File: config.mk
export PLATFORM = sky130hd
export DESIGN_NAME = alarm_ctrl_flat
export DESIGN_NICKNAME = d
export VERILOG_FILES = /design/src/rtl/alarm_ctrl_if.sv /design/src/rtl/alarm_ctrl.sv /design/src/flat_wrapper.sv
export SDC_FILE = /design/constraint.sdc
export NUM_CORES = 1
export LEC_CHECK = 0
export ABC_AREA = 1
export BUFFER_PORTS_ARGS = -buffer_cell sky130_fd_sc_hd__buf_2
export CAP_MARGIN = 15
export CORE_UTILIZATION = 51
export DETAILED_ROUTE_END_ITERATION = 16
export PLACE_DENSITY = 0.74
export SYNTH_ARGS = -nofsm -noshare
export SYNTH_HDL_FRONTEND = slang
export SYNTH_SLANG_ARGS = --single-unit
File: constraint.sdc
create_clock -name clk -period 1.58 [get_ports clk]
set_input_delay 0.158 -clock clk [delete_from_list [all_inputs] [get_ports clk]]
set_output_delay 0.158 -clock clk [all_outputs]
set_load 0.005 [all_outputs]
File: src/rtl/alarm_ctrl_if.sv
// Button, time and status bundle between the alarm sequencer and its surroundings.
// The master side drives buttons/ticks/running time; the slave side is alarm_ctrl.
interface alarm_ctrl_if;
    logic       sec_tick;
    logic       btn_mode;
    logic       btn_inc;
    logic       btn_ok;
    logic       btn_snooze;
    logic [3:0] hourdec_now;
    logic [3:0] hourone_now;
    logic [3:0] mindec_now;
    logic [3:0] minone_now;
    logic [3:0] hourdec_init;
    logic [3:0] hourone_init;
    logic [3:0] mindec_init;
    logic [3:0] minone_init;
    logic       time_load;
    logic       alm_en;
    logic       ringing;
    logic [2:0] mode;
    logic       disp_sel;

    modport master (
        output sec_tick, btn_mode, btn_inc, btn_ok, btn_snooze,
        output hourdec_now, hourone_now, mindec_now, minone_now,
        input  hourdec_init, hourone_init, mindec_init, minone_init,
        input  time_load, alm_en, ringing, mode, disp_sel
    );

    modport slave (
        input  sec_tick, btn_mode, btn_inc, btn_ok, btn_snooze,
        input  hourdec_now, hourone_now, mindec_now, minone_now,
        output hourdec_init, hourone_init, mindec_init, minone_init,
        output time_load, alm_en, ringing, mode, disp_sel
    );
endinterface

File: src/rtl/alarm_ctrl.sv
// Mode/alarm sequencer: time and alarm editing, time load strobe, alarm match,
// ring / snooze / auto-off timing. All outputs come straight from registers.
module alarm_ctrl #(
    parameter int RING_SEC   = 60,
    parameter int SNOOZE_SEC = 300
) (
    input  logic         clk,
    input  logic         rstn,
    alarm_ctrl_if.slave  bus
);
    localparam int RW = (RING_SEC   > 1) ? $clog2(RING_SEC)   : 1;
    localparam int SW = (SNOOZE_SEC > 1) ? $clog2(SNOOZE_SEC) : 1;
    localparam logic [RW-1:0] RING_LAST   = RW'(RING_SEC - 1);
    localparam logic [SW-1:0] SNOOZE_LAST = SW'(SNOOZE_SEC - 1);

    typedef enum logic [2:0] {
        RUN    = 3'd0,
        SET_H  = 3'd1,
        SET_M  = 3'd2,
        ALM_H  = 3'd3,
        ALM_M  = 3'd4,
        RING   = 3'd5,
        SNOOZE = 3'd6
    } state_t;

    state_t        state_r;
    logic [15:0]   edit_r;
    logic [15:0]   alarm_r;
    logic          alm_en_r;
    logic          ringing_r;
    logic          time_load_r;
    logic          disp_sel_r;
    logic          match_armed_r;
    logic [RW-1:0] ring_cnt_r;
    logic [SW-1:0] snz_cnt_r;

    logic [15:0]   now_s;
    logic          match_s;
    logic          ok_s;
    logic          snooze_s;
    logic          mode_s;
    logic          inc_s;

    // BCD hours 00..23 in the upper byte of an hh:mm word, minutes untouched
    function automatic logic [15:0] inc_hours(input logic [15:0] t);
        logic [15:0] r;
        r = t;
        if ((t[15:12] == 4'd2) && (t[11:8] == 4'd3)) begin
            r[15:8] = 8'h00;
        end else if (t[11:8] == 4'd9) begin
            r[15:12] = t[15:12] + 4'd1;
            r[11:8]  = 4'd0;
        end else begin
            r[11:8]  = t[11:8] + 4'd1;
        end
        return r;
    endfunction

    // BCD minutes 00..59 in the lower byte, hours untouched
    function automatic logic [15:0] inc_mins(input logic [15:0] t);
        logic [15:0] r;
        r = t;
        if ((t[7:4] == 4'd5) && (t[3:0] == 4'd9)) begin
            r[7:0] = 8'h00;
        end else if (t[3:0] == 4'd9) begin
            r[7:4] = t[7:4] + 4'd1;
            r[3:0] = 4'd0;
        end else begin
            r[3:0] = t[3:0] + 4'd1;
        end
        return r;
    endfunction

    // Simultaneous buttons resolve ok > snooze > mode > inc; losers are dropped
    always_comb begin
        now_s    = {bus.hourdec_now, bus.hourone_now, bus.mindec_now, bus.minone_now};
        match_s  = (now_s == alarm_r);
        ok_s     = bus.btn_ok;
        snooze_s = bus.btn_snooze & ~bus.btn_ok;
        mode_s   = bus.btn_mode & ~bus.btn_snooze & ~bus.btn_ok;
        inc_s    = bus.btn_inc & ~bus.btn_mode & ~bus.btn_snooze & ~bus.btn_ok;
    end

    // Sequencer state, edit/alarm registers, counters and registered outputs
    always_ff @(posedge clk) begin
        if (!rstn) begin
            state_r       <= RUN;
            edit_r        <= 16'h0000;
            alarm_r       <= 16'h0000;
            alm_en_r      <= 1'b0;
            ringing_r     <= 1'b0;
            time_load_r   <= 1'b0;
            disp_sel_r    <= 1'b0;
            match_armed_r <= 1'b0;
            ring_cnt_r    <= '0;
            snz_cnt_r     <= '0;
        end else begin
            time_load_r <= 1'b0;
            // Armed only after a non-matching cycle, so each match minute rings once
            match_armed_r <= ~match_s;
            case (state_r)
                RUN: begin
                    if (alm_en_r && match_s && match_armed_r) begin
                        state_r    <= RING;
                        ringing_r  <= 1'b1;
                        ring_cnt_r <= '0;
                    end else if (ok_s) begin
                        alm_en_r <= ~alm_en_r;
                    end else if (mode_s) begin
                        state_r    <= SET_H;
                        disp_sel_r <= 1'b1;
                        edit_r     <= now_s;
                    end
                end
                SET_H, SET_M: begin
                    if (ok_s) begin
                        time_load_r <= 1'b1;
                        state_r     <= RUN;
                        disp_sel_r  <= 1'b0;
                    end else if (mode_s && (state_r == SET_H)) begin
                        state_r <= SET_M;
                    end else if (mode_s) begin
                        state_r <= ALM_H;
                        edit_r  <= alarm_r;
                    end else if (inc_s && (state_r == SET_H)) begin
                        edit_r <= inc_hours(edit_r);
                    end else if (inc_s) begin
                        edit_r <= inc_mins(edit_r);
                    end
                end
                ALM_H, ALM_M: begin
                    if (ok_s) begin
                        alarm_r    <= edit_r;
                        state_r    <= RUN;
                        disp_sel_r <= 1'b0;
                    end else if (mode_s && (state_r == ALM_H)) begin
                        state_r <= ALM_M;
                    end else if (mode_s) begin
                        state_r    <= RUN;
                        disp_sel_r <= 1'b0;
                    end else if (inc_s && (state_r == ALM_H)) begin
                        edit_r <= inc_hours(edit_r);
                    end else if (inc_s) begin
                        edit_r <= inc_mins(edit_r);
                    end
                end
                RING: begin
                    if (ok_s) begin
                        state_r   <= RUN;
                        ringing_r <= 1'b0;
                    end else if (snooze_s) begin
                        state_r   <= SNOOZE;
                        ringing_r <= 1'b0;
                        snz_cnt_r <= '0;
                    end else if (bus.sec_tick && (ring_cnt_r == RING_LAST)) begin
                        state_r   <= RUN;
                        ringing_r <= 1'b0;
                    end else if (bus.sec_tick) begin
                        ring_cnt_r <= ring_cnt_r + 1'b1;
                    end
                end
                SNOOZE: begin
                    if (ok_s) begin
                        state_r <= RUN;
                    end else if (bus.sec_tick && (snz_cnt_r == SNOOZE_LAST)) begin
                        state_r    <= RING;
                        ringing_r  <= 1'b1;
                        ring_cnt_r <= '0;
                    end else if (bus.sec_tick) begin
                        snz_cnt_r <= snz_cnt_r + 1'b1;
                    end
                end
                default: begin
                    state_r    <= RUN;
                    ringing_r  <= 1'b0;
                    disp_sel_r <= 1'b0;
                end
            endcase
        end
    end

    assign bus.hourdec_init = edit_r[15:12];
    assign bus.hourone_init = edit_r[11:8];
    assign bus.mindec_init  = edit_r[7:4];
    assign bus.minone_init  = edit_r[3:0];
    assign bus.time_load    = time_load_r;
    assign bus.alm_en       = alm_en_r;
    assign bus.ringing      = ringing_r;
    assign bus.mode         = state_r;
    assign bus.disp_sel     = disp_sel_r;
endmodule
File: src/flat_wrapper.sv
// flat-port wrapper written by rule: the top's interface ports become plain ports
module alarm_ctrl_flat 
#(
    parameter int RING_SEC   = 60,
    parameter int SNOOZE_SEC = 300
)
  (clk, rstn, bus_sec_tick, bus_btn_mode, bus_btn_inc, bus_btn_ok, bus_btn_snooze, bus_hourdec_now, bus_hourone_now, bus_mindec_now, bus_minone_now, bus_hourdec_init, bus_hourone_init, bus_mindec_init, bus_minone_init, bus_time_load, bus_alm_en, bus_ringing, bus_mode, bus_disp_sel);
  alarm_ctrl_if bus_i ();
  input  logic clk;
  input  logic rstn;
  input wire logic [$bits(bus_i.sec_tick)-1:0] bus_sec_tick;
  input wire logic [$bits(bus_i.btn_mode)-1:0] bus_btn_mode;
  input wire logic [$bits(bus_i.btn_inc)-1:0] bus_btn_inc;
  input wire logic [$bits(bus_i.btn_ok)-1:0] bus_btn_ok;
  input wire logic [$bits(bus_i.btn_snooze)-1:0] bus_btn_snooze;
  input wire logic [$bits(bus_i.hourdec_now)-1:0] bus_hourdec_now;
  input wire logic [$bits(bus_i.hourone_now)-1:0] bus_hourone_now;
  input wire logic [$bits(bus_i.mindec_now)-1:0] bus_mindec_now;
  input wire logic [$bits(bus_i.minone_now)-1:0] bus_minone_now;
  output wire logic [$bits(bus_i.hourdec_init)-1:0] bus_hourdec_init;
  output wire logic [$bits(bus_i.hourone_init)-1:0] bus_hourone_init;
  output wire logic [$bits(bus_i.mindec_init)-1:0] bus_mindec_init;
  output wire logic [$bits(bus_i.minone_init)-1:0] bus_minone_init;
  output wire logic [$bits(bus_i.time_load)-1:0] bus_time_load;
  output wire logic [$bits(bus_i.alm_en)-1:0] bus_alm_en;
  output wire logic [$bits(bus_i.ringing)-1:0] bus_ringing;
  output wire logic [$bits(bus_i.mode)-1:0] bus_mode;
  output wire logic [$bits(bus_i.disp_sel)-1:0] bus_disp_sel;
  assign bus_i.sec_tick = bus_sec_tick;
  assign bus_i.btn_mode = bus_btn_mode;
  assign bus_i.btn_inc = bus_btn_inc;
  assign bus_i.btn_ok = bus_btn_ok;
  assign bus_i.btn_snooze = bus_btn_snooze;
  assign bus_i.hourdec_now = bus_hourdec_now;
  assign bus_i.hourone_now = bus_hourone_now;
  assign bus_i.mindec_now = bus_mindec_now;
  assign bus_i.minone_now = bus_minone_now;
  assign bus_hourdec_init = bus_i.hourdec_init;
  assign bus_hourone_init = bus_i.hourone_init;
  assign bus_mindec_init = bus_i.mindec_init;
  assign bus_minone_init = bus_i.minone_init;
  assign bus_time_load = bus_i.time_load;
  assign bus_alm_en = bus_i.alm_en;
  assign bus_ringing = bus_i.ringing;
  assign bus_mode = bus_i.mode;
  assign bus_disp_sel = bus_i.disp_sel;
  alarm_ctrl #(.RING_SEC(RING_SEC), .SNOOZE_SEC(SNOOZE_SEC)) u_core (.clk(clk), .rstn(rstn), .bus(bus_i));
endmodule
=== After elaboration in Yosys (flattened, before gate mapping) ===
Cells that the tools add are included.

* Add/subtract/negate cells: 6
* Equal/unequal tests: 43
* Mux-type cells: 64
* Bitwise operators: 14
* Reduce and logical (&&, ||, !) cells: 28

{| class="wikitable"
|+ Operators with widths
! cell !! number
|-
| 16-bit 2-to-1 mux || 11
|-
| 16-bit case mux with 3 select lines || 1
|-
| 9-bit 2-to-1 mux || 5
|-
| 3-bit 2-to-1 mux || 14
|-
| 6-bit 2-to-1 mux || 7
|-
| 2-bit != test (second input constant) || 16
|-
| 8-bit 2-to-1 mux || 3
|-
| 6-bit case mux with 3 select lines || 1
|-
| 9-bit case mux with 2 select lines || 1
|-
| 4-bit by 1-bit adder with 4-bit output (second input constant) || 4
|-
| 16-bit equality test || 1
|-
| 4-bit 2-to-1 mux || 4
|-
| 3-bit case mux with 5 select lines || 1
|-
| 1-bit 2-to-1 mux || 14
|-
| 3-bit by 2-bit != test with 1-bit output (second input constant) || 4
|-
| 4-bit by 2-bit != test with 1-bit output (second input constant) || 3
|-
| 6-bit AND reduction || 2
|-
| 11-bit AND reduction || 1
|-
| 1-bit logical AND || 10
|-
| 9-bit by 1-bit adder with 9-bit output (second input constant) || 1
|-
| 3-bit equality test (second input constant) || 3
|-
| 9-bit equality test (second input constant) || 1
|-
| 9-bit AND reduction || 1
|-
| 4-bit by 2-bit equality test with 1-bit output (second input constant) || 2
|-
| 22 further kinds || 44
|}

* Register bits after elaboration: 55
* Input bits: 23
* Output and inout port bits: 23
* Word-level logic and storage cells: 166

=== Logic depth before layout (Yosys ltp) ===
Gate-level depths: netlist (run 1).

* Word-level depth: 10
* Depth in mapped cells: 14
* Gate-level depth less buffers: 14

=== Worst setup path after synthesis (run 1) ===
Ideal clock, no wire load.

* Path type: reg-to-reg
* Start: register u_core.state_r[0], in the netlist u_core.bus.mode[0]
* End: register u_core.edit_r[6]
* Library setup time: 113 ps
* Data arrival time: 1,502 ps
* Data required time: 1,467 ps
* Path slack: -34 ps
* Stages on the path, launching flop included: 13
* Buffers on the path: 2
* Period minus slack after synthesis: 1,614 ps
* Cells stage by stage: dfxtp_1 -> buf_6 -> nand2_2 -> nand2_1 -> nand2_4 -> nand2_2 -> nand2_2 -> nand3_2 -> nor2_4 -> nand3_2 -> buf_6 -> nor2_1 -> nor2_1

* Word-level cells in the longest chain between the ends: 4
* Elaborated cells between the ends (all ways): 24
* Those cells by class: eq/ne: 14; mux: 1; reduce/logical: 9

{| class="wikitable"
|+ RTL lines
! what !! RTL line !! text
|-
| start: declaration || alarm_ctrl.sv:26 || <nowiki>state_t state_r;</nowiki>
|-
| start signal: assignment || alarm_ctrl.sv:87 || <nowiki>state_r <= RUN;</nowiki>
|-
| start signal: assignment || alarm_ctrl.sv:104 || <nowiki>state_r <= RING;</nowiki>
|-
| start signal: assignment || alarm_ctrl.sv:110 || <nowiki>state_r <= SET_H;</nowiki>
|-
| 3-bit by 2-bit equality test with 1-bit output (tied with other cells) || alarm_ctrl.sv:101 || <nowiki>case (state_r)</nowiki>
|-
| 2-bit OR reduction (tied with other cells) || alarm_ctrl.sv:101 ||
|-
| 3-bit by 2-bit != test with 1-bit output (no source line) (tied with other cells) || -- ||
|-
| 11-bit AND reduction (no source line) || -- ||
|-
| end signal: assignment || alarm_ctrl.sv:112 || <nowiki>edit_r <= now_s;</nowiki>
|-
| end signal: assignment || alarm_ctrl.sv:124 || <nowiki>edit_r <= alarm_r;</nowiki>
|-
| end signal: assignment || alarm_ctrl.sv:126 || <nowiki>edit_r <= inc_hours(edit_r);</nowiki>
|-
| end: declaration || alarm_ctrl.sv:27 || <nowiki>logic [15:0] edit_r;</nowiki>
|}

Parallel ways exist; a longest one is shown, timed or not.
A chain may end at the register's enable or synchronous reset.

=== Worst setup path after layout (run 1) ===
* Start: register u_core.state_r[0], in the netlist u_core.bus.mode[0]
* End: register u_core.edit_r[1]

Same word-level chain as after synthesis.

==> Flow_metrics.wiki, run 1 <==
{| class="wikitable"
! Metric !! Value
|-
| Detailed Routing Iterations Pass 1 || 5
|-
| Power density cells || 1740 nW/µm²
|-
| Violations in the final reports || negative setup slack
|-
| Total number of placement rows || 31
|-
| Kind of start point of the critical path || flip-flop
|-
| FF+latch count, synth || 55
|-
| Kind of critical path || reg2reg
|-
| Via density per instance || ~5.2
|-
| Skew final || 0.0121 ns
|-
| Residual DRC count || 0
|-
| Reg2reg setup slack || -0.08 ns
|-
| Cell chain of the critical path || nand2_4 > nand2_2 > nand2_4 > buf_4 > o211ai_1 > nor2_4 > nand3_4 > nand2_1 > nand2_1 > nor2_1
|-
| Placed cell area || 5080 µm²
|-
| Met1 routed wirelength after detailed routing || 4.96 mm
|-
| Min Tclk post-route || between 1.5 and 2 ns
|-
| Terminating pin of the worst hold path || u_core.edit_r[2]$_SDFFE_PN0P_
|-
| Die outline height || between 90 and 100 µm
|-
| Fraction of final layout cells with drive strength greater than 1 || 34.8%
|-
| Terminus of the critical flop-to-flop path || u_core.edit_r[1]$_SDFFE_PN0P_
|-
| Path category of the worst min-delay check || in2reg
|-
| Clock transition at the register clock pins on the worst setup and hold paths after CTS || ~0.10 ns
|-
| Finished Core Util || 76.3%
|-
| Buffers on Ports || 45
|-
| Post-Synthesis Cells || between 600 and 700
|-
| Detailed Route WL || 12.1 mm
|-
| # Max-Cap Violations || 0
|-
| Standard cell with the maximum stage delay on the critical path || sky130_fd_sc_hd__dfxtp_4
|-
| Register area || 1130 µm²
|-
| Number of global-route vias before repair || 4427
|-
| Number of endpoints with negative hold slack in the final report || 0
|-
| CTS buffer count || 5
|-
| First-pass GRT wire length || 19.5 mm
|-
| Crit-path max cell delay || 0.41 ns
|-
| Clock Sink Count || 55
|-
| Worst hold path depth || 3
|-
| Rel. slew slack || 60.5%
|-
| Antenna Nets Post-Route || 0
|-
| Max frequency || 0.601 GHz
|-
| Hold buffers post-CTS || 0
|-
| Slew @ Worst Pin || 0.591 ns
|-
| Antenna diode count || 0
|-
| Average size of a mapped cell || 6.08 µm²
|-
| Worst Reg-to-Reg Cells || 10
|-
| Via count of the routed design || 4713
|-
| Portion of the clock cycle consumed by the worst path in the final layout || 105%
|-
| Post-route cell area || 5620 µm²
|-
| Maximum fanout along the worst path || 14
|-
| Number of nets in the final layout || 839
|-
| Distinct cell type count after synthesis || 34
|-
| Count of boundary I/O pins || 46
|-
| CP required || 1.81 ns
|-
| CTS tree || built
|-
| Number of antenna violations at the first check in global routing || 0
|-
| Placer congestion estimate || ~0.97
|-
| Pin count of the biggest net entering global routing || 33
|-
| Met2 Routed Length || 6.14 mm
|-
| Cell type with the largest total area after synthesis || sky130_fd_sc_hd__dfxtp_1
|-
| Detailed placer's ending HPWL || 8.67 mm
|-
| Total Neg Setup Slack || -1.22 ns
|-
| Clock latency at the later pin of the worst-skew pair || 0.33 ns
|-
| Clock Root Buffer || sky130_fd_sc_hd__clkbuf_8
|-
| Synth warn || 0
|-
| Total setup violations reported at the end of the flow || 26
|-
| Result of the run || complete, but fails checks
|-
| Routed length on met3 || a little under 700 µm
|-
| Horizontal die dimension || 90.1 µm
|-
| Area of the core region || 7370 µm²
|-
| Wire length per cell || 13.4 µm
|-
| Total GRT Usage || 29.2%
|-
| Mapped cell area || 3960 µm²
|-
| DRC marker count from the first detailed-route iteration || 309
|-
| Die area || between 8000 and 9000 µm²
|-
| Setup repair after global routing missed its margin || true
|-
| Area fraction of the dominant cell type after synthesis || 27.8%
|-
| Peak ir drop on the vdd network || 771 µV
|-
| Clk buf depth || 2
|-
| Final setup slack of the worst path || -0.0849 ns
|-
| Fraction of the yosys area taken by sequential cells || 27.8%
|-
| Critical Path End Type || flip-flop
|-
| Cell types with the largest area share after synthesis || sky130_fd_sc_hd__dfxtp_1 (28%), sky130_fd_sc_hd__nand2_1 (17%), sky130_fd_sc_hd__inv_1 (9.2%)
|-
| Filler Cell Count || between 500 and 600
|-
| Initial core utilization || between 50% and 60%
|-
| Total leakage power || 2.82 nW
|-
| Level count of the clock H-tree || 2
|-
| Mapped Nets || 684
|-
| Reg2Reg Launch Point || u_core.bus.mode[0]$_SDFFE_PN0P_
|-
| Area of combinational cells with multiple inputs || 2660 µm²
|-
| Area delta synth->final || 41.9%
|-
| Overflow left after global routing || 0
|-
| Data arrival time of the worst path || 1.90 ns
|-
| Worst slack, placed || -0.228 ns
|-
| Max-slew violation count || 0
|-
| Uppermost metal layer occupied by signal nets || met4
|-
| Start point of the worst min-delay path || rstn
|}
## power by group
part | internal [W] | switching (W) | total [W]
Clock | 0.000361 | 0.000489 | 0.000849
Sequential | 0.00182 | 0.000337 | 0.00216
Combinational | 0.00290 | 0.00386 | 0.00676
Total | 0.00509 | 0.00468 | 0.00977
## cell type report
| type | count | area share [%] |
|---|---|---|
| well taps | 99 | 2.20 |
| inverters | 108 | 7.48 |
| flip-flops and latches | 55 | 20.1 |
| multi-input cells | 472 | 47.3 |
| clock buffers | 7 | 1.54 |
| clock inverters | 1 | 0.156 |
| repair buffers | 164 | 21.2 |
## flip-flops by register name (all words and copies together) (netlist names)
name and count:
u_core.match_armed_r 1, u_core.bus.alm_en 1, u_core.bus.disp_sel 1, u_core.edit_r 16, u_core.bus.time_load 1, u_core.alarm_r 16
u_core.bus.mode 3, u_core.ring_cnt_r 6, u_core.snz_cnt_r 9, u_core.bus.ringing 1
## cell families (layout without fill, tap and decap cells)
logic type	after synthesis	in the layout	synth area share, %
AND/OR/NAND/NOR	354	354	40.2
buffers and inverters	124	280	12.7
AO/OA/AOI/OAI	90	90	12.2
flip-flops	55	55	27.8
XOR/XNOR	18	18	3.98
adder cells (fa/ha/maj)	10	10	3.16
## metrics by stage
stage                     cells  hold WS [ns]  total power, W
after floorplan             651         0.431         0.00560
after global placement      889         0.451         0.00788
after detailed placement    889         0.459         0.00798
after CTS                   902         0.155         0.00923
after global routing        906         0.170          0.0106
final                       906         0.160         0.00977
## how the worst max path moves through the flow
stage,endpoint,start,cells past startpoint
CTS,u_core.bus.mode[0]$_SDFFE_PN0P_,u_core.bus.mode[1]$_SDFFE_PN0P_,12
floorplan,u_core.edit_r[6]$_SDFFE_PN0P_,u_core.bus.mode[2]$_SDFFE_PN0P_,11
detailed placement,u_core.ring_cnt_r[1]$_SDFFE_PN0P_,u_core.alarm_r[4]$_SDFFE_PN0P_,12
global route,u_core.edit_r[15]$_SDFFE_PN0P_,u_core.bus.mode[1]$_SDFFE_PN0P_,12
global placement,u_core.ring_cnt_r[4]$_SDFFE_PN0P_,u_core.alarm_r[4]$_SDFFE_PN0P_,11
finish,u_core.edit_r[1]$_SDFFE_PN0P_,u_core.bus.mode[0]$_SDFFE_PN0P_,10
## layout by cell type, fill, tap and decap left out, types with 3 or more instances in the layout
| master | synthesis | final |
|---|---|---|
| sky130_fd_sc_hd__buf_4 | 1 | 106 |
| sky130_fd_sc_hd__nand3_1 | 37 | 29 |
| sky130_fd_sc_hd__nand2_2 | 8 | 15 |
| sky130_fd_sc_hd__xor2_1 | 14 | 14 |
| sky130_fd_sc_hd__inv_1 | 97 | 90 |
| sky130_fd_sc_hd__buf_6 | 3 | 10 |
| sky130_fd_sc_hd__a21oi_2 | 1 | 6 |
| sky130_fd_sc_hd__nand3_2 | 7 | 9 |
| sky130_fd_sc_hd__nand2_4 | 1 | 10 |
| sky130_fd_sc_hd__o22ai_1 | 7 | 7 |
| sky130_fd_sc_hd__clkbuf_8 | 0 | 6 |
| sky130_fd_sc_hd__inv_2 | 10 | 13 |
| sky130_fd_sc_hd__nand2_1 | 184 | 167 |
| sky130_fd_sc_hd__buf_2 | 5 | 45 |
| sky130_fd_sc_hd__inv_4 | 0 | 4 |
| sky130_fd_sc_hd__o21ai_1 | 4 | 8 |
| sky130_fd_sc_hd__dfxtp_2 | 0 | 15 |
| sky130_fd_sc_hd__nor2_4 | 5 | 11 |
| sky130_fd_sc_hd__nor2_2 | 1 | 12 |
| sky130_fd_sc_hd__o21bai_1 | 4 | 4 |
| sky130_fd_sc_hd__o211ai_1 | 3 | 3 |
| sky130_fd_sc_hd__a21oi_1 | 35 | 30 |
| sky130_fd_sc_hd__nand3_4 | 1 | 7 |
| sky130_fd_sc_hd__buf_12 | 0 | 3 |
| sky130_fd_sc_hd__nor2_1 | 77 | 60 |
| sky130_fd_sc_hd__nand4_1 | 24 | 24 |
| sky130_fd_sc_hd__ha_1 | 10 | 9 |
| sky130_fd_sc_hd__o21ai_0 | 34 | 29 |
| sky130_fd_sc_hd__dfxtp_1 | 55 | 38 |
| sky130_fd_sc_hd__nor3_1 | 6 | 6 |
| sky130_fd_sc_hd__xnor2_1 | 4 | 4 |
## worst max-delay path: cells and delay by family (launching register included)
kind / cells / cell delay, ns
simple gates: 8 / 0.76
flops: 1 / 0.41
compound gates: 1 / 0.26
buf+inv: 1 / 0.14
## cells in the mapped netlist
cell type	instances
sky130_fd_sc_hd__buf_2	5
sky130_fd_sc_hd__o211ai_1	3
sky130_fd_sc_hd__buf_1	1
sky130_fd_sc_hd__o21ai_1	4
sky130_fd_sc_hd__nand2_1	184
sky130_fd_sc_hd__nand2_2	8
sky130_fd_sc_hd__inv_2	10
sky130_fd_sc_hd__a31oi_1	2
sky130_fd_sc_hd__and2_1	1
sky130_fd_sc_hd__o22ai_1	7
sky130_fd_sc_hd__nand4_2	1
sky130_fd_sc_hd__inv_1	97
sky130_fd_sc_hd__o21ai_0	34
sky130_fd_sc_hd__nor2_2	1
sky130_fd_sc_hd__nand3_1	37
sky130_fd_sc_hd__nor2_4	5
sky130_fd_sc_hd__a21oi_1	35
sky130_fd_sc_hd__ha_1	10
sky130_fd_sc_hd__buf_4	1
sky130_fd_sc_hd__xor2_1	14
sky130_fd_sc_hd__nand2_4	1
sky130_fd_sc_hd__clkinv_4	1
sky130_fd_sc_hd__nand4_1	24
sky130_fd_sc_hd__nor3_1	6
sky130_fd_sc_hd__nand3_4	1
sky130_fd_sc_hd__xnor2_1	4
sky130_fd_sc_hd__nor3_4	1
sky130_fd_sc_hd__dfxtp_1	55
sky130_fd_sc_hd__o21bai_1	4
sky130_fd_sc_hd__nand3_2	7
sky130_fd_sc_hd__nor2_1	77
sky130_fd_sc_hd__clkbuf_1	6
sky130_fd_sc_hd__a21oi_2	1
sky130_fd_sc_hd__buf_6	3
## metal layers
metal / vias up / global-route usage, %
met2: 146 / 50.8
met4: 0 / 12.4
met3: 33 / 5.33
li1: 2367 / -
met1: 2167 / 35.1
met5: - / 0
## repair_timing
action / CTS / global route
buffers inserted: 4 / 5
gates cloned: 1 / 0
pin swaps: 26 / 25
setup endpoints to repair: 35 / 35
resized for setup: 56 / 62
No activity file was read; power rests on OpenSTA's default activity.
==> run 2, diff against run 1 <==
--- a/config.mk
+++ b/config.mk
@@ -11,6 +11,8 @@
 export CORE_UTILIZATION = 51
 export DETAILED_ROUTE_END_ITERATION = 16
 export PLACE_DENSITY = 0.74
+export REMOVE_ABC_BUFFERS = 1
+export SETUP_SLACK_MARGIN = 0.1
 export SYNTH_ARGS = -nofsm -noshare
 export SYNTH_HDL_FRONTEND = slang
 export SYNTH_SLANG_ARGS = --single-unit
==> run 2 against run 1 <==
  * Critical path type unchanged
  * Global-route usage grew 1.0 points
  * The flow still finishes with violations (negative setup slack)
  * Worst setup slack got worse by 0.028 ns
  * Count of clock-buffer cells in the layout down 1
  * Clock skew shrank 0.0023 ns
  * Highest routed layer unchanged
  * Combinational power is 3.1% higher
  * Routed wire length fell by 0.47%
  * Sequential power is essentially flat
  * Cell count grew 0.44%
==> Flow_metrics.wiki, run 2 (synthesis gave the netlist of run 1 again) <==
{| class="wikitable"
! Metric !! Value
|-
| Result of the run || complete, but fails checks
|-
| Violations in the final reports || negative setup slack
|-
| Via density per instance || just over 5
|-
| Data arrival time of the worst path || 1.89 ns
|-
| Area delta synth->final || 43.5%
|-
| Overflow left after global routing || 0
|-
| Filler Cell Count || 594
|-
| Total Neg Setup Slack || -2.13 ns
|-
| Clock Sink Count || 55
|-
| Peak ir drop on the vdd network || ~920 µV
|-
| Final setup slack of the worst path || -0.113 ns
|-
| Clock transition at the register clock pins on the worst setup and hold paths after CTS || ~0.10 ns
|-
| First-pass GRT wire length || 20.1 mm
|-
| Residual DRC count || 0
|-
| Total GRT Usage || 30.3%
|-
| Count of boundary I/O pins || 46
|-
| Number of global-route vias before repair || 4600
|-
| Clk buf depth || 2
|-
| Min Tclk post-route || 1.69 ns
|-
| Horizontal die dimension || 90.1 µm
|-
| CTS buffer count || 5
|-
| Die outline height || 90.1 µm
|-
| Number of endpoints with negative hold slack in the final report || 0
|-
| CP required || approximately 1.8 ns
|-
| Pin count of the biggest net entering global routing || 27
|-
| Fraction of final layout cells with drive strength greater than 1 || between 30% and 40%
|-
| Maximum fanout along the worst path || 6
|-
| CTS tree || built
|-
| Clock Root Buffer || sky130_fd_sc_hd__clkbuf_8
|-
| Total instance count after detailed placement || 882
|-
| Path category of the worst min-delay check || in2reg
|-
| Setup repair after global routing missed its margin || true
|-
| Detailed Route WL || 12.1 mm
|-
| Total leakage power || 2.84 nW
|-
| Critical Path End Type || flip-flop
|-
| Antenna Nets Post-Route || 0
|-
| Placer congestion estimate || 0.884
|-
| Leading cell type in the layout, fill and taps excluded || sky130_fd_sc_hd__nand2_1
|-
| Total number of placement rows || 31
|-
| Die area || 8120 µm²
|-
| Via count of the routed design || 4682
|-
| Clock latency at the later pin of the worst-skew pair || ~0.33 ns
|-
| Slew @ Worst Pin || 0.563 ns
|-
| Power density cells || 1760 nW/µm²
|-
| Hold buffers post-CTS || 0
|-
| Wire length per cell || 13.3 µm
|-
| Filler-free cell count of the finished design || 910
|-
| Kind of start point of the critical path || flip-flop
|-
| Number of nets in the final layout || 843
|-
| Skew final || 0.00980 ns
|-
| Total setup violations reported at the end of the flow || 34
|-
| Buffers on Ports || 45
|-
| Detailed Routing Iterations Pass 1 || 7
|-
| Rel. slew slack || 62.5%
|-
| Initial core utilization || 53.8%
|-
| Worst hold path depth || 3
|-
| Max frequency || just under 0.6 GHz
|-
| Kind of critical path || reg2reg
|-
| # Max-Cap Violations || 0
|-
| Portion of the clock cycle consumed by the worst path in the final layout || 107%
|-
| Area of the core region || 7370 µm²
|-
| Detailed placer's ending HPWL || approximately 8.4 mm
|-
| Antenna diode count || 0
|-
| Registers with the most flip-flops || u_core.alarm_r: 16 flops, u_core.edit_r: 16 flops, u_core.snz_cnt_r: 9 flops
|-
| DRC marker count from the first detailed-route iteration || 236
|-
| Most used cells in the layout excluding fill and tap cells || sky130_fd_sc_hd__nand2_1 (159), sky130_fd_sc_hd__buf_4 (104), sky130_fd_sc_hd__inv_1 (90)
|-
| Number of antenna violations at the first check in global routing || 0
|-
| Worst Reg-to-Reg Cells || 9
|-
| Max-slew violation count || 0
|-
| Level count of the clock H-tree || 2
|}
[run 2: cell type report]
class	instances	area [µm²]	area share (%)
clock inverters	2	16.3	0.286
multi-input cells	473	2670	47.0
flip-flops and latches	55	1120	19.7
well taps	99	124	2.18
clock buffers	6	82.6	1.45
repair buffers	167	1250	22.0
inverters	108	418	7.35
[run 2: what timing repair did]
item / 4_1_cts / 5_1_grt
buffers inserted: 13 / 6
resized for setup: 78 / 33
gates cloned: 1 / 0
endpoints found under the setup margin: 52 / 46
pin swaps: 31 / 33
[run 2: final timing paths]
| check | start | endpoint | slack (ns) |
|---|---|---|---|
| worst max-delay path | u_core.bus.mode[2]$_SDFFE_PN0P_ | u_core.ring_cnt_r[2]$_SDFFE_PN0P_ | -0.11 |
| worst min-delay path | rstn | u_core.edit_r[9]$_SDFFE_PN0P_ | 0.23 |
| worst max register to register | u_core.bus.mode[2]$_SDFFE_PN0P_ | u_core.ring_cnt_r[2]$_SDFFE_PN0P_ | -0.11 |
| worst min register to register | u_core.bus.ringing$_SDFFE_PN0P_ | u_core.bus.ringing$_SDFFE_PN0P_ | 0.48 |
[run 2: worst max-delay path, cell delays in order (launching register included)]
cell and delay, ns:
sky130_fd_sc_hd__dfxtp_2 0.39, sky130_fd_sc_hd__inv_4 0.07, sky130_fd_sc_hd__buf_12 0.14, sky130_fd_sc_hd__nor3_4 0.24, sky130_fd_sc_hd__buf_4 0.16, sky130_fd_sc_hd__buf_4 0.10, sky130_fd_sc_hd__nand2_2 0.12, sky130_fd_sc_hd__buf_4 0.18
sky130_fd_sc_hd__nand4_1 0.10, sky130_fd_sc_hd__a21oi_1 0.07
[run 2: where the power goes]
part | total (W) | internal (W) | switching [W]
Sequential | 0.00214 | 0.00181 | 0.000326
Combinational | 0.00697 | 0.00306 | 0.00390
Clock | 0.000878 | 0.000360 | 0.000518
[run 2: layer usage]
metal	global-route usage, %	vias up	wire length (µm)
li1	-	2380	-
met1	35.9	2151	5170
met2	53.3	121	6060
met3	4.48	30	522
met4	14.4	0	309
met5	0	-	0
[run 2: stage by stage]
step           util [%]  area [µm²]  power [W]  setup WS [ns]  hold WS [ns]
5_1_grt            77.1        5680     0.0108         -0.200         0.235
2_1_floorplan         -        3870    0.00543         -0.180         0.278
4_1_cts            75.0        5530    0.00947        -0.0373         0.215
3_5_place_dp       68.6        5050    0.00786         -0.236         0.454
6_report           77.1        5680    0.00998         -0.113         0.230
3_3_place_gp       68.6        5050    0.00773         -0.161         0.454
==> run 3, diff against run 2 <==
--- a/config.mk
+++ b/config.mk
@@ -5,12 +5,13 @@
 export SDC_FILE = /design/constraint.sdc
 export NUM_CORES = 1
 export LEC_CHECK = 0
-export ABC_AREA = 1
+export ABC_AREA = 0
 export BUFFER_PORTS_ARGS = -buffer_cell sky130_fd_sc_hd__buf_2
 export CAP_MARGIN = 15
 export CORE_UTILIZATION = 51
+export CTS_CLUSTER_SIZE = 10
 export DETAILED_ROUTE_END_ITERATION = 16
-export PLACE_DENSITY = 0.74
+export PLACE_DENSITY = 0.75
 export REMOVE_ABC_BUFFERS = 1
 export SETUP_SLACK_MARGIN = 0.1
 export SYNTH_ARGS = -nofsm -noshare
==> run 3 against run 2 <==
  * The flow still finishes with violations (negative setup slack)
  * Sequential power shrank 32%
  * Routed wire length grew 33%
  * Clock power shrank 5.2%
  * Utilization grew 9.6 points
  * Flip-flop and latch count is the same
==> Flow_metrics.wiki, run 3 <==
{| class="wikitable"
! Metric !! Value
|-
| Final setup slack of the worst path || -0.744 ns
|-
| Leading cell type in the layout, fill and taps excluded || sky130_fd_sc_hd__buf_4
|-
| Area delta synth->final || 64.2%
|-
| Total GRT Usage || 36.0%
|-
| Rel. slew slack || 48.1%
|-
| Fraction of registers with async set or reset after synthesis || 0%
|-
| Wire length per cell || 23.9 µm
|-
| Clock latency at the later pin of the worst-skew pair || 0.33 ns
|-
| Fraction of the yosys area taken by sequential cells || 32.8%
|-
| Setup crit end || u_core.edit_r[10]$_SDFFE_PN0P_
|-
| Kind of critical path || reg2reg
|-
| Mapped cell area || 3350 µm²
|-
| Number of enable-type register cells in the synthesized netlist || 0
|-
| XOR/XNOR Fraction of Synth Area || 7.05%
|-
| Antenna diode count || 0
|-
| Clock transition at the register clock pins on the worst setup and hold paths after CTS || 0.11 ns
|-
| Registers with the most flip-flops || u_core.alarm_r: 16 flops, u_core.edit_r: 16 flops, u_core.snz_cnt_r: 9 flops
|-
| Number of endpoints with negative hold slack in the final report || 0
|-
| Number of antenna violations at the first check in global routing || 0
|-
| Total leakage power || 2.44 nW
|-
| Share of the synthesized area in compound gates (AO/OA/AOI/OAI) || 22.8%
|-
| Initial core utilization || 52.8%
|-
| Placer congestion estimate || 0.857
|-
| Share of synthesized cell area in and, or, nand and nor gates || 24.2%
|-
| Crit-path max cell delay || 0.41 ns
|-
| Detailed Route WL || 16.0 mm
|-
| Total number of placement rows || 29
|-
| Max frequency || 0.430 GHz
|-
| Reg2reg setup slack || -0.74 ns
|-
| Min Tclk post-route || 2.32 ns
|-
| # Max-Cap Violations || 0
|-
| Post-Synth Adder-Cell Area || 3.73%
|-
| Hold buffers post-CTS || 0
|-
| Overflow left after global routing || 0
|-
| Level count of the clock H-tree || 2
|-
| Worst setup path start || u_core.alarm_r[5]$_SDFFE_PN0P_
|-
| First-pass GRT wire length || between 20 and 25 mm
|-
| Terminus of the critical flop-to-flop path || u_core.edit_r[10]$_SDFFE_PN0P_
|-
| Fraction of final layout cells with drive strength greater than 1 || 50.4%
|-
| Worst Reg-to-Reg Cells || 9
|-
| Clock Sink Count || 55
|-
| Antenna Nets Post-Route || 0
|-
| Area of the core region || 6350 µm²
|-
| Kind of start point of the critical path || flip-flop
|-
| Number of global-route vias before repair || 4192
|-
| Peak ir drop on the vdd network || around 540 µV
|-
| CP required || 1.83 ns
|-
| Horizontal die dimension || just over 80 µm
|-
| Cell type with the highest occurrence count on the critical path || sky130_fd_sc_hd__buf_6
|-
| Standard cell with the maximum stage delay on the critical path || sky130_fd_sc_hd__nor4_1
|-
| Synth warn || 0
|-
| Critical Path End Type || flip-flop
|-
| Most used cells in the layout excluding fill and tap cells || sky130_fd_sc_hd__buf_4 (132), sky130_fd_sc_hd__dfxtp_1 (48), sky130_fd_sc_hd__buf_2 (46)
|-
| Skew final || around 0.018 ns
|-
| Via count of the routed design || 4576
|-
| Residual DRC count || 0
|-
| Slew @ Worst Pin || 0.777 ns
|-
| Distinct cell type count after synthesis || 64
|-
| Area fraction of the dominant cell type after synthesis || 32.8%
|-
| Number of nets in the final layout || about 630
|-
| Setup repair after global routing missed its margin || true
|-
| Die outline height || 83.1 µm
|-
| Post-Synthesis Cells || approximately 400
|-
| Max-slew violation count || 0
|-
| Detailed placer's ending HPWL || about 7.5 mm
|-
| Main combinational cell family by area after synthesis || simple AND/OR/NAND/NOR gates
|-
| Power density cells || ~560 nW/µm²
|-
| Cell chain of the critical path || xor2_1 > nor4_1 > nand4_1 > buf_6 > o311ai_4 > buf_4 > buf_6 > o211ai_1 > o31ai_1
|-
| Most frequently used flop master after synthesis || sky130_fd_sc_hd__dfxtp_1
|-
| Maximum fanout along the worst path || 6
|-
| Portion of the clock cycle consumed by the worst path in the final layout || 147%
|-
| Worst hold-check slack || 0.236 ns
|-
| Path category of the worst min-delay check || in2reg
|-
| Final total power || 0.00308 W
|-
| Average size of a mapped cell || 8.34 µm²
|-
| Most common library cells after synthesis || sky130_fd_sc_hd__dfxtp_1 (55), sky130_fd_sc_hd__nor2_1 (42), sky130_fd_sc_hd__nand2_1 (23)
|-
| Reg2Reg Launch Point || u_core.alarm_r[5]$_SDFFE_PN0P_
|-
| Die area || 6910 µm²
|-
| DRC marker count from the first detailed-route iteration || 638
|-
| Detailed Routing Iterations Pass 1 || 6
|-
| Cell types with the largest area share after synthesis || sky130_fd_sc_hd__dfxtp_1 (33%), sky130_fd_sc_hd__xor2_1 (5.0%), sky130_fd_sc_hd__mux2i_1 (4.8%)
|-
| Buffers on Ports || between 40 and 50
|-
| Clock Root Buffer || sky130_fd_sc_hd__clkbuf_8
|-
| Cell type with the largest total area after synthesis || sky130_fd_sc_hd__dfxtp_1
|-
| Via density per instance || 6.83
|-
| Most frequent cell after synthesis || sky130_fd_sc_hd__dfxtp_1
|-
| Pin count of the biggest net entering global routing || 25
|-
| Total setup violations reported at the end of the flow || 54
|-
| Result of the run || complete, but fails checks
|-
| Clk buf depth || 2
|-
| Violations in the final reports || negative setup slack
|-
| CTS tree || built
|-
| Data arrival time of the worst path || 2.57 ns
|-
| FF+latch count, synth || 55
|-
| Count of boundary I/O pins || 46
|-
| CTS buffer count || 5
|-
| Proportion of synthesized area in mux cells || 4.77%
|}
-- run 3: how the worst min path moves through the flow --
| stage | endpoint | depth (start not counted) | from |
|---|---|---|---|
| after CTS | u_core.edit_r[14]$_SDFFE_PN0P_ | 3 | bus_hourdec_now[2] |
| after global routing | u_core.edit_r[14]$_SDFFE_PN0P_ | 3 | bus_hourdec_now[2] |
| final | u_core.edit_r[14]$_SDFFE_PN0P_ | 3 | bus_hourdec_now[2] |
| after detailed placement | u_core.bus.ringing$_SDFFE_PN0P_ | 1 | u_core.bus.ringing$_SDFFE_PN0P_ |
| after global placement | u_core.bus.ringing$_SDFFE_PN0P_ | 1 | u_core.bus.ringing$_SDFFE_PN0P_ |
| after floorplan | u_core.bus.mode[0]$_SDFFE_PN0P_ | 1 | rstn |
-- run 3: cell type report --
| cell class | count | area [µm²] |
|---|---|---|
| inverters | 13 | 48.8 |
| clock buffers | 5 | 68.8 |
| flip-flops and latches | 55 | 1110 |
| multi-input cells | 312 | 2530 |
| repair buffers | 205 | 1640 |
| clock inverters | 3 | 15.0 |
| fillers | 289 | 841 |
| well taps | 77 | 96.3 |
-- run 3: per-layer routing --
| layer | global-route usage [%] | share of wire (%) |
|---|---|---|
| met1 | 42.6 | 36 |
| met2 | 61.0 | 45 |
| met3 | 7.85 | 11 |
| met4 | 18.7 | 8.4 |
| met5 | 0 | 0 |
-- run 3: worst max-delay path, delay by kind of cell, from the launching register on --
family	cells	cell delay, ns
and+or+nand+nor	2	0.63
buffers and inverters	3	0.51
xor gates and xnor gates	1	0.19
DFF	1	0.35
AOI/OAI and AO/OA	3	0.56
-- run 3: power breakdown --
group          internal (W)  leakage (nW)  total, W  switching, W
registers           0.00142         0.449   0.00145     0.0000279
clock network      0.000306        0.0477  0.000832      0.000526
logic              0.000388          1.94  0.000807      0.000419
-- run 3: cell families (layout without fill, tap and decap cells) --
group | Yosys count | count (layout)
adders and majority gates | 10 | 10
xor gates and xnor gates | 27 | 27
AOI/OAI and AO/OA | 108 | 108
buffers and inverters | 35 | 226
and+or+nand+nor | 151 | 151
DFF | 55 | 55
muxes | 16 | 16
-- run 3: timing repair --
action / in CTS / in global routing
pin swaps: 24 / 43
cloned: 4 / 2
setup buffers: 6 / 12
resized for setup: 62 / 69
setup endpoints to repair: 54 / 54
-- run 3: stage by stage --
step                utilization [%]  worst slack (ns)  cells  instance area, µm²  setup TNS, ns
floorplan                         -             -1.24    380                3250         -35.52
global placement               73.3            -0.567    638                4650         -17.27
detailed placement             73.3            -0.629    638                4650         -18.63
CTS                            80.1            -0.514    656                5080         -14.53
global route                   86.8            -0.784    670                5510         -27.31
finish                         86.8            -0.744    670                5510         -26.09
